### src/rtl/isp_pkg.sv
// Shared definitions for the ISP frame sequencer.
// Holds the register map indices, CTRL/STATUS bit positions and the
// sequencer FSM state encoding used by the top level and the register bank.
package isp_pkg;

  localparam logic [2:0] REG_CTRL   = 3'd0;
  localparam logic [2:0] REG_WIDTH  = 3'd1;
  localparam logic [2:0] REG_HEIGHT = 3'd2;
  localparam logic [2:0] REG_HBLANK = 3'd3;
  localparam logic [2:0] REG_STATUS = 3'd4;

  localparam int CTRL_ENABLE_BIT = 0;
  localparam int CTRL_CONT_BIT   = 1;
  localparam int CTRL_START_BIT  = 2;

  localparam int STAT_BUSY_BIT  = 0;
  localparam int STAT_ERR_BIT   = 1;
  localparam int STAT_ABORT_BIT = 2;
  localparam int STAT_FCNT_LSB  = 8;

  typedef enum logic [1:0] {
    S_IDLE   = 2'd0,
    S_ACTIVE = 2'd1,
    S_HBLANK = 2'd2,
    S_DONE   = 2'd3
  } seq_state_t;

endpackage

### src/rtl/isp_seq_regs.sv
// Wishbone slave and register bank for the ISP frame sequencer.
// Ports:
//   clk, reset_n          : clock, asynchronous active-low reset
//   wbs_*                 : Wishbone slave (single-cycle ack, registered read data)
//   busy, frame_cnt       : live status from the sequencer
//   set_err, set_abort    : one-cycle requests to set the sticky flags
//   enable, continuous    : CTRL bits
//   start                 : one-cycle pulse after a CTRL write with bit 2 set
//   width, height, hblank : programmed frame geometry (latched by the FSM at frame start)
module isp_seq_regs
  import isp_pkg::*;
#(
  parameter int BITS   = 16,
  parameter int FCNT_W = 8
) (
  input  logic              clk,
  input  logic              reset_n,
  input  logic              wbs_stb_i,
  input  logic              wbs_cyc_i,
  input  logic              wbs_we_i,
  input  logic [3:0]        wbs_sel_i,
  input  logic [31:0]       wbs_adr_i,
  input  logic [31:0]       wbs_dat_i,
  output logic              wbs_ack_o,
  output logic [31:0]       wbs_dat_o,
  input  logic              busy,
  input  logic [FCNT_W-1:0] frame_cnt,
  input  logic              set_err,
  input  logic              set_abort,
  output logic              enable,
  output logic              continuous,
  output logic              start,
  output logic [BITS-1:0]   width,
  output logic [BITS-1:0]   height,
  output logic [BITS-1:0]   hblank
);

  logic            wb_fire;
  logic            wr_fire;
  logic [2:0]      reg_idx;
  logic [31:0]     lane_mask;
  logic [BITS-1:0] byte_mask;
  logic [BITS-1:0] wr_data;
  logic [BITS-1:0] rd_data;
  logic [31:0]     rd32;
  logic            err_sticky;
  logic            abort_sticky;
  logic            ctrl_wr;
  logic            status_wr;
  logic            unused_bits;

  // A transaction is accepted only while ack is low, so each strobe gets
  // exactly one ack pulse even if the master holds cyc/stb for an extra cycle.
  assign wb_fire   = wbs_cyc_i & wbs_stb_i & ~wbs_ack_o;
  assign wr_fire   = wb_fire & wbs_we_i;
  assign reg_idx   = wbs_adr_i[4:2];
  assign lane_mask = {{8{wbs_sel_i[3]}}, {8{wbs_sel_i[2]}}, {8{wbs_sel_i[1]}}, {8{wbs_sel_i[0]}}};
  assign byte_mask = lane_mask[BITS-1:0];
  assign wr_data   = wbs_dat_i[BITS-1:0];
  assign ctrl_wr   = wr_fire && (reg_idx == REG_CTRL);
  assign status_wr = wr_fire && (reg_idx == REG_STATUS) && wbs_sel_i[0];

  assign unused_bits = ^{wbs_adr_i, wbs_dat_i, wbs_sel_i, lane_mask};

  function automatic logic [BITS-1:0] merge_bytes(input logic [BITS-1:0] old_v,
                                                  input logic [BITS-1:0] new_v,
                                                  input logic [BITS-1:0] mask);
    return (old_v & ~mask) | (new_v & mask);
  endfunction

  // Read multiplexer; start is write-only so CTRL never reports it.
  always_comb begin
    rd_data = '0;
    rd32    = '0;
    case (reg_idx)
      REG_CTRL: begin
        rd_data[CTRL_ENABLE_BIT] = enable;
        rd_data[CTRL_CONT_BIT]   = continuous;
      end
      REG_WIDTH:  rd_data = width;
      REG_HEIGHT: rd_data = height;
      REG_HBLANK: rd_data = hblank;
      REG_STATUS: begin
        rd_data[STAT_BUSY_BIT]              = busy;
        rd_data[STAT_ERR_BIT]               = err_sticky;
        rd_data[STAT_ABORT_BIT]             = abort_sticky;
        rd_data[STAT_FCNT_LSB +: FCNT_W]    = frame_cnt;
      end
      default: rd_data = '0;
    endcase
    rd32[BITS-1:0] = rd_data;
  end

  // Register bank, ack and read-data capture. A sticky flag set request
  // wins over a simultaneous write-1-to-clear so an event is never lost.
  always_ff @(posedge clk or negedge reset_n) begin
    if (!reset_n) begin
      wbs_ack_o    <= 1'b0;
      wbs_dat_o    <= '0;
      enable       <= 1'b0;
      continuous   <= 1'b0;
      start        <= 1'b0;
      width        <= BITS'(1);
      height       <= BITS'(1);
      hblank       <= '0;
      err_sticky   <= 1'b0;
      abort_sticky <= 1'b0;
    end else begin
      wbs_ack_o <= wb_fire;
      if (wb_fire && !wbs_we_i) begin
        wbs_dat_o <= rd32;
      end
      start <= ctrl_wr && wbs_sel_i[0] && wbs_dat_i[CTRL_START_BIT];
      if (ctrl_wr && wbs_sel_i[0]) begin
        enable     <= wbs_dat_i[CTRL_ENABLE_BIT];
        continuous <= wbs_dat_i[CTRL_CONT_BIT];
      end
      if (wr_fire && (reg_idx == REG_WIDTH)) begin
        width <= merge_bytes(width, wr_data, byte_mask);
      end
      if (wr_fire && (reg_idx == REG_HEIGHT)) begin
        height <= merge_bytes(height, wr_data, byte_mask);
      end
      if (wr_fire && (reg_idx == REG_HBLANK)) begin
        hblank <= merge_bytes(hblank, wr_data, byte_mask);
      end
      err_sticky   <= set_err   | (err_sticky   & ~(status_wr & wbs_dat_i[STAT_ERR_BIT]));
      abort_sticky <= set_abort | (abort_sticky & ~(status_wr & wbs_dat_i[STAT_ABORT_BIT]));
    end
  end

endmodule

### src/rtl/isp_frame_sequencer.sv
// Frame timing controller for the ISP pixel datapath.
// Walks a WIDTH x HEIGHT raster with optional horizontal blanking, honouring
// downstream backpressure, and reports completion with an interrupt pulse.
// Ports:
//   clk, reset_n             : clock, asynchronous active-low reset
//   wbs_*                    : Wishbone slave for the register bank
//   pix_ready                : downstream accepts the current pixel
//   pix_valid, pix_x, pix_y  : current pixel strobe and coordinates
//   sof, eol, eof            : frame/line markers qualified by pix_valid
//   busy                     : frame in progress (ACTIVE, HBLANK, DONE)
//   irq_frame                : one-cycle pulse on frame completion
module isp_frame_sequencer
  import isp_pkg::*;
#(
  parameter int BITS   = 16,
  parameter int FCNT_W = 8
) (
  input  logic            clk,
  input  logic            reset_n,
  input  logic            wbs_stb_i,
  input  logic            wbs_cyc_i,
  input  logic            wbs_we_i,
  input  logic [3:0]      wbs_sel_i,
  input  logic [31:0]     wbs_adr_i,
  input  logic [31:0]     wbs_dat_i,
  output logic            wbs_ack_o,
  output logic [31:0]     wbs_dat_o,
  input  logic            pix_ready,
  output logic            pix_valid,
  output logic [BITS-1:0] pix_x,
  output logic [BITS-1:0] pix_y,
  output logic            sof,
  output logic            eol,
  output logic            eof,
  output logic            busy,
  output logic            irq_frame
);

  seq_state_t        state, state_next;
  logic              enable, continuous, start;
  logic [BITS-1:0]   width, height, hblank;
  logic [BITS-1:0]   w_sh, h_sh, hb_sh;
  logic [BITS-1:0]   x, y, blank_cnt;
  logic [FCNT_W-1:0] frame_cnt;
  logic              last_x, last_y;
  logic              load_frame, x_inc, line_next, blank_load, blank_dec;
  logic              set_err, set_abort, frame_done;

  isp_seq_regs #(.BITS(BITS), .FCNT_W(FCNT_W)) u_regs (
    .clk        (clk),
    .reset_n    (reset_n),
    .wbs_stb_i  (wbs_stb_i),
    .wbs_cyc_i  (wbs_cyc_i),
    .wbs_we_i   (wbs_we_i),
    .wbs_sel_i  (wbs_sel_i),
    .wbs_adr_i  (wbs_adr_i),
    .wbs_dat_i  (wbs_dat_i),
    .wbs_ack_o  (wbs_ack_o),
    .wbs_dat_o  (wbs_dat_o),
    .busy       (busy),
    .frame_cnt  (frame_cnt),
    .set_err    (set_err),
    .set_abort  (set_abort),
    .enable     (enable),
    .continuous (continuous),
    .start      (start),
    .width      (width),
    .height     (height),
    .hblank     (hblank)
  );

  assign last_x    = (x == w_sh - BITS'(1));
  assign last_y    = (y == h_sh - BITS'(1));
  assign pix_valid = (state == S_ACTIVE);
  assign busy      = (state != S_IDLE);
  assign irq_frame = frame_done;
  assign pix_x     = x;
  assign pix_y     = y;
  assign sof       = pix_valid && (x == '0) && (y == '0);
  assign eol       = pix_valid && last_x;
  assign eof       = pix_valid && last_x && last_y;

  // State register.
  always_ff @(posedge clk or negedge reset_n) begin
    if (!reset_n) begin
      state <= S_IDLE;
    end else begin
      state <= state_next;
    end
  end

  // Next-state and datapath control. Losing enable in any busy state aborts
  // the frame before anything else is considered, so an aborted frame never
  // raises irq_frame or advances frame_cnt.
  always_comb begin
    state_next = state;
    load_frame = 1'b0;
    x_inc      = 1'b0;
    line_next  = 1'b0;
    blank_load = 1'b0;
    blank_dec  = 1'b0;
    set_err    = 1'b0;
    set_abort  = 1'b0;
    frame_done = 1'b0;
    case (state)
      S_IDLE: begin
        if (start && enable) begin
          if ((width == '0) || (height == '0)) begin
            set_err = 1'b1;
          end else begin
            load_frame = 1'b1;
            state_next = S_ACTIVE;
          end
        end
      end
      S_ACTIVE: begin
        if (!enable) begin
          set_abort  = 1'b1;
          state_next = S_IDLE;
        end else if (pix_ready) begin
          if (!last_x) begin
            x_inc = 1'b1;
          end else if (last_y) begin
            state_next = S_DONE;
          end else if (hb_sh == '0) begin
            line_next = 1'b1;
          end else begin
            blank_load = 1'b1;
            state_next = S_HBLANK;
          end
        end
      end
      S_HBLANK: begin
        if (!enable) begin
          set_abort  = 1'b1;
          state_next = S_IDLE;
        end else if (blank_cnt == '0) begin
          line_next  = 1'b1;
          state_next = S_ACTIVE;
        end else begin
          blank_dec = 1'b1;
        end
      end
      S_DONE: begin
        if (!enable) begin
          set_abort  = 1'b1;
          state_next = S_IDLE;
        end else begin
          frame_done = 1'b1;
          if (continuous) begin
            load_frame = 1'b1;
            state_next = S_ACTIVE;
          end else begin
            state_next = S_IDLE;
          end
        end
      end
      default: state_next = S_IDLE;
    endcase
  end

  // Counters and geometry shadows. The blank counter is loaded with
  // HBLANK-1 so the FSM spends exactly HBLANK cycles in the blank state.
  always_ff @(posedge clk or negedge reset_n) begin
    if (!reset_n) begin
      w_sh      <= '0;
      h_sh      <= '0;
      hb_sh     <= '0;
      x         <= '0;
      y         <= '0;
      blank_cnt <= '0;
      frame_cnt <= '0;
    end else begin
      if (load_frame) begin
        w_sh  <= width;
        h_sh  <= height;
        hb_sh <= hblank;
        x     <= '0;
        y     <= '0;
      end
      if (x_inc) begin
        x <= x + BITS'(1);
      end
      if (line_next) begin
        x <= '0;
        y <= y + BITS'(1);
      end
      if (blank_load) begin
        blank_cnt <= hb_sh - BITS'(1);
      end
      if (blank_dec) begin
        blank_cnt <= blank_cnt - BITS'(1);
      end
      if (frame_done) begin
        frame_cnt <= frame_cnt + FCNT_W'(1);
      end
    end
  end

endmodule

### config.mk
export PLATFORM = sky130hd
export DESIGN_NAME = isp_frame_sequencer
export DESIGN_NICKNAME = d
export VERILOG_FILES = /design/src/rtl/isp_pkg.sv /design/src/rtl/isp_seq_regs.sv /design/src/rtl/isp_frame_sequencer.sv
export SDC_FILE = /design/constraint.sdc
export NUM_CORES = 1
export LEC_CHECK = 0
export ABC_CLOCK_PERIOD_IN_PS = 4700
export CAP_MARGIN = 30
export CORE_ASPECT_RATIO = 1.75
export CORE_MARGIN = 10
export CORE_UTILIZATION = 50
export DETAILED_ROUTE_END_ITERATION = 12
export PLACE_DENSITY_LB_ADDON = 0.25
export SYNTH_ARGS = -nofsm -noshare
export SYNTH_HDL_FRONTEND = slang
export SYNTH_HIERARCHICAL = 1
export SYNTH_SLANG_ARGS = --single-unit
### constraint.sdc
create_clock -name clk -period 4.7 [get_ports clk]
set_input_delay 0.47 -clock clk [delete_from_list [all_inputs] [get_ports clk]]
set_output_delay 0.47 -clock clk [all_outputs]
set_load 0.01 [all_outputs]
==> results.sh, run 1 <==
export IMPL_status="completed"
export IMPL_nFillCells=1831
export IMPL_r2r_start="blank_cnt[7]$_DFFE_PN0P_"
export IMPL_initial_core_util=0.509
export IMPL_fin_setup_tns_ns=0
export IMPL_synth_seq_cells=176
export IMPL_syn_inst=1120
export IMPL_async_flop_share=1.00
export IMPL_cts_buffers=17
export IMPL_htreeDepth=4
export IMPL_drv_cap=0
export IMPL_hold_path_class="input port to asynchronous set/reset pin"
export IMPL_initialDrtViolationCount=748
export IMPL_coreArea_um2=21000
export IMPL_ir_drop_uv=323
export IMPL_cp_required_ns=4.23
export IMPL_dpl_worst_slack_ns=0.656
export IMPL_clock_sinks=176
export IMPL_seq_area_frac_synth=0.412
export IMPL_p_leak_nw=5.65
export IMPL_die_area_um2=27900
export IMPL_synth_top_cells_by_area="dfrtp_1, nand2_1, mux2_4, mux2_2, xnor2_1"
export IMPL_cp_max_fo=5
export IMPL_synth_top_area_frac=0.407
export IMPL_vias=8879
export IMPL_startpoint_type="flop"
export IMPL_post_cts_buffers=0
export IMPL_rsz0062_at_grt="no"
export IMPL_power_density_nw_per_um2=307
export IMPL_final_hold_viol_count=0
export IMPL_grt_start_max_net_pins=93
export IMPL_antenna_left=0
export IMPL_clkTransAtPathRegs_ns=0.07
export IMPL_die_w_um=131
export IMPL_hpwlAfterDp_mm=21.6
export IMPL_worst_pin_slew_ns=0.905
export IMPL_worstSetupStartpoint="w_sh[0]$_DFFE_PN0P_"
export IMPL_synth_distinct_cells=89
export IMPL_grt_pass1_wl_mm=47.0
export IMPL_clk_path_buf_depth=2
export IMPL_final_max_slew_viol_count=0
export IMPL_vias_per_cell=6.22
export IMPL_firstDrtPassIters=6
export IMPL_wl_per_cell_um=20.5
export IMPL_fmax_mhz=231
export IMPL_die_height_um=214
export IMPL_wl_mm=29.3
export IMPL_antenna_found_initial=0
export IMPL_worst_slack_ns=0.366
export IMPL_slew_headroom=0.395
export IMPL_synth_edff_count=0
export IMPL_hold_buffers=0
export IMPL_fin_crit_sh=0.922
export IMPL_ioPinCount=145
export IMPL_synth_main_ff_cell="dfrtp_1"
export IMPL_port_buffers=81
export IMPL_avgSynthCellArea_um2=9.55
export IMPL_crit_path_end_kind="output pin"
export IMPL_path_class="flop to output pin"
export IMPL_gp_congestion=0.890
export IMPL_post_route_drc_count=0
export IMPL_drive_above_1_share=0.126
export IMPL_nets=1248
export IMPL_setup_violations=0
export IMPL_clock_latency_ns=0.44
export IMPL_cts_root_buf="clkbuf_16"
export IMPL_grt_usage=0.212
export IMPL_rrSetupSlack_ns=0.51
export IMPL_area_growth_pct=14.1
export IMPL_diodes=0
export IMPL_worst_r2r_cell_count=13
export IMPL_num_rows=70
export IMPL_cts_tree="done"
export IMPL_finClkSkew_ns=0.00914
export IMPL_arrival_ns=3.86
export IMPL_netlist_area_um2=10700
export IMPL_grt_pass1_vias=8787
export IMPL_r2r_end="blank_cnt[12]$_DFFE_PN0P_"
export IMPL_synth_top_area_cell="dfrtp_1"
export IMPL_grt_remaining_overflow=0
export IMPL_finalCriticalPeriod_ns=4.33
export IMPL_ys_warn_count=6
## cells in the mapped netlist, types with 18 or more instances
cell type,count
nand3_1,29
nor3_1,27
dfrtp_1,174
clkbuf_1,46
mux2_4,32
nand2_1,183
nand2b_1,19
nor2_1,48
mux2_2,31
and3_1,24
xor2_1,24
a22oi_1,21
inv_1,18
nor4_1,29
a21oi_1,22
buf_4,22
o21ai_0,36
mux2i_1,19
xnor2_1,24
## routing by layer
| metal | track usage | vias to the layer above | wire, µm |
|---|---|---|---|
| met4 | 0.100 | 0 | 1110 |
| met3 | 0.0425 | 63 | 1430 |
| met1 | 0.235 | 4348 | 11200 |
| met5 | 0 | - | 0 |
| met2 | 0.378 | 285 | 15600 |
| li1 | - | 4183 | - |
## logic make-up after synthesis
group,Yosys count,synth area share
adders and majority gates,12,0.0140
DFF,176,0.412
muxes,82,0.0953
AOI/OAI and AO/OA,219,0.154
other,1,0.000350
buffers and inverters,101,0.0448
xor gates and xnor gates,48,0.0393
and+or+nand+nor,481,0.241
## cell usage in the layout, fill, tap and decap left out, drive strengths merged, types with 15 or more instances in the layout
cell / count
inv: 25
conb: 16
clkdlybuf4s50: 80
a22o: 15
nor4: 29
nor2: 49
xor2: 24
nand2: 185
or3: 15
o21ai: 37
a21oi: 23
mux2i: 19
nand3: 33
clkbuf: 20
dfrtp: 174
nor3: 27
nand2b: 19
xnor2: 24
and3: 24
a22oi: 21
mux2: 63
## timing repair
item                                   4_1_cts  5_1_grt
endpoints found under the hold margin        0        0
setup endpoints to repair                    0        1
gates resized for setup                      0        1
## area by class of cell
| cell class | instances | area, µm² | area share |
|---|---|---|---|
| multi-input combinational | 858 | 5890 | 0.482 |
| inverter | 18 | 67.6 | 0.00553 |
| sequential | 176 | 4410 | 0.361 |
| tap | 252 | 315 | 0.0258 |
| timing repair buffer | 91 | 900 | 0.0737 |
| clock inverter | 12 | 195 | 0.0160 |
| clock buffer | 20 | 437 | 0.0358 |
## report_power, final
group          internal, mW  switching [mW]  total, mW
Combinational         0.243           0.233      0.476
Sequential             1.60           0.124       1.73
Clock                 0.907           0.641       1.55
## worst max path at each step
stage	end	slack, ns
2_1_floorplan	blank_cnt[12]$_DFFE_PN0P_	0.54
3_3_place_gp	blank_cnt[12]$_DFFE_PN0P_	0.67
3_5_place_dp	blank_cnt[12]$_DFFE_PN0P_	0.66
4_1_cts	eof	0.17
5_1_grt	eof	0.11
6_report	eof	0.37
## critical path, stage by stage, from the launching register on
cell and delay (ns):
dfrtp_1 0.42, inv_1 0.09, ha_1 0.23, or4b_2 0.70
nor3_1 0.25, xnor2_1 0.15, nor4bb_1 0.35, nand3_1 0.21
nor2_1 0.22, and3_1 0.23, clkdlybuf4s50_1 0.55
## stage by stage
step           total power, mW  instance area (µm²)   util  hold WS, ns  cells
3_3_place_gp              2.21                11600  0.550        0.466   1395
2_1_floorplan             1.98                10800      -        0.174   1135
6_report                  3.75                12200  0.581       0.0632   1427
3_5_place_dp              2.22                11600  0.550        0.472   1395
5_1_grt                   3.88                12200  0.581        0.146   1427
4_1_cts                   3.77                12200  0.581        0.119   1427
Note: power is estimated with default switching activity, not from simulation.
==> inputs of run 2 (changes only) <==
--- a/config.mk
+++ b/config.mk
@@ -11,6 +11,7 @@
 export CORE_MARGIN = 10
 export CORE_UTILIZATION = 50
 export DETAILED_ROUTE_END_ITERATION = 12
+export MAX_ROUTING_LAYER = met4
 export PLACE_DENSITY_LB_ADDON = 0.25
 export SYNTH_ARGS = -nofsm -noshare
 export SYNTH_HDL_FRONTEND = slang
==> results.sh, run 2 (synthesis gave the netlist of run 1 again) <==
export IMPL_max_stage_delay_ns=0.71
export IMPL_finClkSkew_ns=0.00990
export IMPL_final_hold_viol_count=0
export IMPL_initial_core_util=0.509
export IMPL_wl_per_cell_um=20.5
export IMPL_final_core_util=0.581
export IMPL_port_buffers=81
export IMPL_post_cts_buffers=0
export IMPL_crit_path_end_kind="output pin"
export IMPL_antenna_found_initial=0
export IMPL_r2r_start="blank_cnt[7]$_DFFE_PN0P_"
export IMPL_layout_common_cells="nand2_1, dfrtp_1, clkdlybuf4s50_1, nor2_1, o21ai_0"
export IMPL_totalPowerFinal_mw=3.75
export IMPL_power_frac_seq=0.461
export IMPL_clock_latency_ns=0.44
export IMPL_final_common_cell="nand2_1"
export IMPL_final_max_slew_viol_count=0
export IMPL_vias=8877
export IMPL_cts_buffers=17
export IMPL_cts_root_buf="clkbuf_16"
export IMPL_clk_path_buf_depth=2
export IMPL_hold_buffers=0
export IMPL_multi_input_area_um2=5890
export IMPL_crit_chain="inv_1 -> ha_1 -> or4b_2 -> nor4_1 -> a31oi_1 -> o21ai_0 -> nand3_1 -> nor2_1 -> and3_1 -> clkdlybuf4s50_1"
export IMPL_diodes=0
export IMPL_cp_required_ns=4.23
export IMPL_dpl_worst_slack_ns=0.656
export IMPL_finalCriticalPeriod_ns=4.34
export IMPL_antenna_left=0
export IMPL_seqCellArea_um2=4410
export IMPL_die_area_um2=27900
export IMPL_worst_pin_slew_ns=0.910
export IMPL_p_switching_mw=0.994
export IMPL_path_class="flop to output pin"
export IMPL_worst_slack_ns=0.360
export IMPL_nFillCells=1831
export IMPL_switching_share=0.265
export IMPL_area_growth_pct=14.1
export IMPL_status="completed"
export IMPL_cts_tree="done"
export IMPL_grt_start_max_net_pins=93
export IMPL_grt_usage=0.218
export IMPL_drv_cap=0
export IMPL_clkPwrFrac=0.412
export IMPL_r2r_end="blank_cnt[12]$_DFFE_PN0P_"
export IMPL_wl_mm=29.3
export IMPL_p_comb_frac=0.127
export IMPL_fin_crit_sh=0.923
export IMPL_grt_remaining_overflow=0
export IMPL_critPathTopFamily="simple AND/OR/NAND/NOR gates"
export IMPL_p_int_mw=2.75
export IMPL_critPathSlowestCell="or4b_2"
export IMPL_hold_path_class="input port to asynchronous set/reset pin"
export IMPL_cp_max_fo=5
export IMPL_firstDrtPassIters=5
export IMPL_grt_pass1_vias=8787
export IMPL_p_leak_nw=5.65
export IMPL_dp_cells=1395
export IMPL_drive_above_1_share=0.126
export IMPL_rrSetupSlack_ns=0.53
export IMPL_clock_sinks=176
export IMPL_htreeDepth=4
export IMPL_clkTransAtPathRegs_ns=0.07
export IMPL_slew_headroom=0.392
export IMPL_startpoint_type="flop"
export IMPL_num_rows=70
export IMPL_fmax_mhz=230
export IMPL_rsz0062_at_grt="no"
export IMPL_hpwlAfterDp_mm=21.6
export IMPL_vias_per_cell=6.22
export IMPL_nets=1248
export IMPL_cp_num_buf_inv=2
export IMPL_post_route_drc_count=0
export IMPL_die_height_um=214
export IMPL_worst_r2r_cell_count=13
export IMPL_grt_pass1_wl_mm=47.0
export IMPL_coreArea_um2=21000
export IMPL_setup_violations=0
export IMPL_ir_drop_uv=323
export IMPL_fin_setup_tns_ns=0
export IMPL_ioPinCount=145
export IMPL_die_w_um=131
export IMPL_initialDrtViolationCount=696
export IMPL_gp_congestion=0.905
export IMPL_finalNonFillerCells=1427
export IMPL_arrival_ns=3.87
export IMPL_power_density_nw_per_um2=307
## run 2: cell counts in the layout (fill, tap and decap cells not counted)
Identical to the previous run, type by type.
## run 2: power groups by stage
stage | clock [mW] | sequential [mW] | combinational, mW
floorplan | 0 | 1.71 | 0.274
global placement | 0 | 1.75 | 0.464
detailed placement | 0 | 1.75 | 0.471
CTS | 1.57 | 1.72 | 0.478
global route | 1.63 | 1.73 | 0.515
finish | 1.54 | 1.73 | 0.476
## run 2: layer usage
| layer | track usage | part of all wire | vias up |
|---|---|---|---|
| li1 | - | - | 4189 |
| met1 | 0.239 | 0.39 | 4364 |
| met2 | 0.379 | 0.53 | 252 |
| met3 | 0.0354 | 0.038 | 72 |
| met4 | 0.0997 | 0.037 | 0 |
| met5 | - | 0 | - |
## run 2: layout make-up
class | instances | area share
multi-input cells | 858 | 0.482
flip-flops and latches | 176 | 0.361
repair buffers | 91 | 0.0737
clock buffers | 20 | 0.0358
well taps | 252 | 0.0258
clock inverters | 12 | 0.0160
inverters | 18 | 0.00553
## run 2: per-stage QoR
stage | hold slack (ns) | area [µm²]
3_3_place_gp | 0.466 | 11600
4_1_cts | 0.119 | 12200
5_1_grt | 0.147 | 12200
6_report | 0.0629 | 12200
2_1_floorplan | 0.174 | 10800
3_5_place_dp | 0.472 | 11600
## run 2: worst register-to-register path, cell delays in order, from the launching register on
cell and delay, ns:
dfrtp_1 0.45, nor4_1 0.58, nand4_1 0.42, nand2_1 0.32, mux2i_1 0.24, ha_1 0.24, nand2b_1 0.10, or3_1 0.34
a21o_1 0.18, a22oi_1 0.50, nand2_1 0.20, xor2_1 0.18, o32ai_1 0.10, a31o_2 0.23
## run 2: how the worst max path moves through the flow
| stage | cells past startpoint | end | startpoint |
|---|---|---|---|
| 3_3_place_gp | 13 | blank_cnt[12]$_DFFE_PN0P_ | blank_cnt[7]$_DFFE_PN0P_ |
| 3_5_place_dp | 13 | blank_cnt[12]$_DFFE_PN0P_ | blank_cnt[7]$_DFFE_PN0P_ |
| 4_1_cts | 9 | eof | h_sh[0]$_DFFE_PN0P_ |
| 6_report | 10 | eof | w_sh[0]$_DFFE_PN0P_ |
| 2_1_floorplan | 17 | blank_cnt[12]$_DFFE_PN0P_ | blank_cnt[11]$_DFFE_PN0P_ |
| 5_1_grt | 10 | eof | w_sh[0]$_DFFE_PN0P_ |
## run 2: repair_timing
item	CTS	global route
resized for setup	0	1
endpoints found under the setup margin	0	1
hold endpoints to repair	0	0
